File: src/rtl/multu_hilo.sv
// Sequential 32x32 unsigned shift-add multiplier with HI/LO registers.
// MULTU launches a 32-cycle run; busy stalls MFHI/MFLO until commit.
module multu_hilo #(
  parameter logic [5:0] MULTU = 6'b011001
) (
  input  logic        clk,
  input  logic        rst,
  input  logic        start,
  input  logic [5:0]  Signal,
  input  logic [31:0] dataA,
  input  logic [31:0] dataB,
  output logic [31:0] HiOut,
  output logic [31:0] LoOut,
  output logic        busy,
  output logic        done
);

  typedef enum logic [1:0] {
    IDLE = 2'd0,
    RUN  = 2'd1,
    DONE = 2'd2
  } state_t;

  state_t      r_state;
  state_t      w_next;
  logic [31:0] r_mcand;
  logic [63:0] r_prod;
  logic [4:0]  r_count;
  logic [31:0] r_hi;
  logic [31:0] r_lo;

  logic        w_accept;
  logic        w_last;
  logic [32:0] w_addend;
  logic [32:0] w_sum;
  logic [63:0] w_prod_nx;

  assign w_accept  = start && (Signal == MULTU);
  assign w_last    = (r_count == 5'd31);
  assign w_addend  = r_prod[0] ? {1'b0, r_mcand} : 33'd0;
  assign w_sum     = {1'b0, r_prod[63:32]} + w_addend;
  // Carry lands in bit 63, so the product stays exact.
  assign w_prod_nx = {w_sum, r_prod[31:1]};

  always_comb begin
    w_next = r_state;
    unique case (r_state)
      IDLE: if (w_accept) w_next = RUN;
      RUN:  if (w_last) w_next = DONE;
      DONE: w_next = IDLE;
      default: w_next = IDLE;
    endcase
  end

  always_ff @(posedge clk) begin
    if (rst) begin
      r_state <= IDLE;
      r_mcand <= 32'd0;
      r_prod  <= 64'd0;
      r_count <= 5'd0;
      r_hi    <= 32'd0;
      r_lo    <= 32'd0;
    end else begin
      r_state <= w_next;
      if (r_state == IDLE && w_accept) begin
        r_mcand <= dataA;
        r_prod  <= {32'd0, dataB};
        r_count <= 5'd0;
      end else if (r_state == RUN) begin
        r_prod  <= w_prod_nx;
        r_count <= r_count + 5'd1;
        if (w_last) begin
          r_hi <= w_prod_nx[63:32];
          r_lo <= w_prod_nx[31:0];
        end
      end
    end
  end

  assign HiOut = r_hi;
  assign LoOut = r_lo;
  assign busy  = (r_state != IDLE);
  assign done  = (r_state == DONE);

endmodule

File: config.mk
export PLATFORM = sky130hd
export DESIGN_NAME = multu_hilo
export DESIGN_NICKNAME = d
export VERILOG_FILES = /design/src/rtl/multu_hilo.sv
export SDC_FILE = /design/constraint.sdc
export NUM_CORES = 1
export LEC_CHECK = 0
export BUFFER_PORTS_ARGS = -buffer_cell sky130_fd_sc_hd__buf_2
export CAP_MARGIN = 20
export CORE_MARGIN = 5
export CORE_UTILIZATION = 28
export DETAILED_ROUTE_END_ITERATION = 10
export PLACE_DENSITY = 0.43
export SLEW_MARGIN = 20
export SYNTH_ARGS = -nofsm -noshare
export SYNTH_HDL_FRONTEND = slang
export SYNTH_SLANG_ARGS = --single-unit
File: constraint.sdc
create_clock -name clk -period 5.4 [get_ports clk]
set_input_delay 0.54 -clock clk [delete_from_list [all_inputs] [get_ports clk]]
set_output_delay 0.54 -clock clk [all_outputs]
set_load 0.02 [all_outputs]
==> results.md <==
* Sum of buffers and inverters on the critical path at 0
* Relative slew slack at roughly 37%
* CTS sink cnt at 167
* Cells after DPL at 1472
* GR Overflow Total at 0
* Synth Area in Compound Gates at 22.9%
* Largest net degree at the start of global routing at 78
* Post-Synth Simple-Gate Area at 22.4%
* RSZ-0062 raised after global routing: false
* Setup TNS at 0 ns
* Largest family of logic cells by synthesized area: compound AO/OA/AOI/OAI gates
* Worst path required time at about 5.8 ns
* Clock transition at the registers of the reported paths at 0.08 ns
* Number of remaining DRC errors at 0
* Chip Height at 179 µm
* CTS tree: built
* Final HPWL DP at 16800 µm
* Final-report max-slew violation count at 0
* Final min period at 3.23 ns
* Final nets at 1215
* Worst-margin pin slew at 0.944 ns
* Crit end category: flop
* Final count of hold timing violations at 0
* Worst-path fanout max at 33
* Clock tree buffer depth at 2
* R2R depth at 11
* Top FF cell, synth: dfxtp_1
* Clock Skews at 0.0200 ns
* Crit-path leading delay family: compound AO/OA/AOI/OAI gates
* Worst r2r src: r_prod[0]
* #FFs+latches synth at approximately 170
* Gr usage total at roughly 16%
* Port Buffers at 138
* Post-CTS Repair Setup Buffers at 0
* Yosys top cell area share at about two fifths
* Vias in the first global route at 7322
* Cts bufs inserted at 17
* VDD IR max at 0.164 mV
* Sequential fraction of the synthesis area at 41.7%
* Synth Area in XOR/XNOR at 3.38%
* P_leak at between 0.003 and 0.004 µW
* Hold EP: r_mcand[16]
* Total number of yosys warnings at 0
* Area leader, netlist: dfxtp_1
* Die area at 32100 µm²
* F_max at just over 0.3 GHz
* Routed vias at 7216
* Crit path from: r_prod[0]
* I/O pins at ~140
* Critical-path cell list: and2_1 -> ha_1 -> fa_1 -> a21o_1 -> a221oi_2 -> o21a_2 -> o211ai_2 -> a21oi_1 -> o21ai_1 -> xnor2_1 -> o31ai_1
* Startpoint Class: flop
* Routed WL at approximately 25000 µm
* Leading cell type by number of instances after synthesis: nand2_1
* Antenna fix cells at 0
* Syn avg cell area at 7.91 µm²
* Endpoints failing setup at 0
* Row count at 62
* CP max stage cell: dfxtp_2
* Multiplexer share of the synthesized area at less than 1%
* Core area at 28500 µm²
* Share of cells above drive strength 1 at between 10% and 20%
* DR iter-0 viols at 262
* Maxcap violations at 0
* Clk_lat worst skew at 0.44 ns
* GPL Wtd Cong at around 0.85
* Critical path type: flop to flop
* Commonest cells in the netlist: 277 x nand2_1, 167 x dfxtp_1, 166 x a21oi_1
* Worst path max stage delay at between 0.4 and 0.5 ns
* Hold crit path type: primary input to flop
* Pwr/cell area at 265 nW/µm²
* Initial antenna violation count at 4
* Finished Layout Cells at 1504
* Root buffer cell: clkbuf_16
* WL per Instance at 16.6 µm
* Hold_sp: dataA[16]
* Final total power at 2540 µW
* Die width at 179 µm
* First-pass GRT wire length at slightly below 40000 µm
* Via density at 4.80
* Synth Area in Adders at approximately 5.6%
* Post-synth ARST share at 0%
* Area of the mapped netlist at roughly 8000 µm²
* Area delta synth->final at 19.5%
* Final Cycle Share at 59.9%
* H-tree levels at 4
* Post-DRT Antenna Nets at 0
* DR pass1 iterations at 7
* Reg2reg end: HiOut[27]
* Ranking of synthesized cells by area: dfxtp_1 42%, nand2_1 13%, a21oi_1 10%, ha_1 5.3%, a22oi_1 2.8%
* Starting density of the core at 28.2%
* Synth unique cells at just over 60
* Utilization after layout at 33.7%
* Hold path cells at 3
* Outcome: finished clean
* Fillcell total at 3100
* Worst reg2reg setup slack at 2.17 ns
* Cts hold-fix bufs at 0
* # resized after CTS at 0
* Post-synth EDFFs at 0
* WP data arrival at 3.58 ns
* Post-synth net total at between 1k and 1.5k
* Post-Syn Instances at 1015
==> sequential cells by signal (all words and copies together), names as in the netlist <==
name,cells
HiOut,32
LoOut,32
r_count,5
r_mcand,32
r_prod,64
r_state,2
==> layout make-up <==
type                    count  area, µm²  share of cell area [%]
multi-input cells         770       4380                    45.7
flip-flops and latches    167       3340                    34.9
clock buffers              17        425                    4.44
inverters                   3       11.3                   0.117
well taps                 384        480                    5.01
repair buffers            148        768                    8.01
clock inverters            15        176                    1.84
==> cell usage in the layout (no fill, tap or decap), types with 4 or more instances in the layout <==
| cell type | n |
|---|---|
| and3_1 | 8 |
| nor2b_1 | 8 |
| o31ai_1 | 6 |
| o21ai_0 | 29 |
| a21oi_1 | 166 |
| a21o_1 | 15 |
| o221ai_1 | 4 |
| o211ai_1 | 6 |
| xnor2_1 | 20 |
| inv_8 | 7 |
| ha_1 | 34 |
| and2_1 | 33 |
| buf_2 | 137 |
| nand2b_1 | 4 |
| nand4_1 | 14 |
| nand3_1 | 18 |
| buf_4 | 11 |
| nand2_1 | 276 |
| nor2_1 | 30 |
| dfxtp_1 | 166 |
| clkinv_8 | 4 |
| a22oi_1 | 30 |
| clkbuf_16 | 17 |
| xor2_1 | 11 |
==> per-stage QoR <==
step           cell area [µm²]  worst slack, ns  hold slack (ns)
2_1_floorplan             8020             2.74            0.432
3_3_place_gp              8980             1.92            0.433
3_5_place_dp              8980             1.89            0.443
4_1_cts                   9590             1.83            0.315
5_1_grt                   9590             1.90            0.326
6_report                  9590             2.17            0.335
==> worst register-to-register path, cell delays in order, from the launching register on <==
cell and delay [ns]:
dfxtp_2 0.49, and2_1 0.25, ha_1 0.21, fa_1 0.42, a21o_1 0.22, a221oi_2 0.43
o21a_2 0.26, o211ai_2 0.19, a21oi_1 0.19, o21ai_1 0.10, xnor2_1 0.16, o31ai_1 0.23
==> power by group <==
part | leakage, µW | internal (µW) | switching [µW]
Combinational | 0.00210 | 24.0 | 40.0
Clock | 0.000288 | 627 | 617
Sequential | 0.00135 | 1230 | 2.00
==> logic make-up after synthesis <==
logic type | Yosys count
AOI/OAI and AO/OA | 292
xor gates and xnor gates | 31
adders and majority gates | 35
buffers and inverters | 78
DFF | 167
muxes | 1
and+or+nand+nor | 411
==> worst max-delay path by stage <==
stage           endpoint  slack [ns]  cells after the start
6_report       HiOut[27]        2.17                     11
5_1_grt        HiOut[27]        1.90                     11
3_5_place_dp   HiOut[27]        1.89                     11
4_1_cts        HiOut[27]        1.83                     11
2_1_floorplan  HiOut[27]        2.74                     11
3_3_place_gp   HiOut[15]        1.92                     11
==> metal layers <==
metal | part of all wire [%] | track usage, % | up-vias
li1 | - | - | 3678
met1 | 47 | 20.0 | 3358
met2 | 46 | 25.7 | 148
met3 | 5.7 | 4.15 | 24
met5 | 0.24 | 0 | -
met4 | 0.93 | 4.16 | 8
Note: power is estimated with default switching activity, not from simulation.
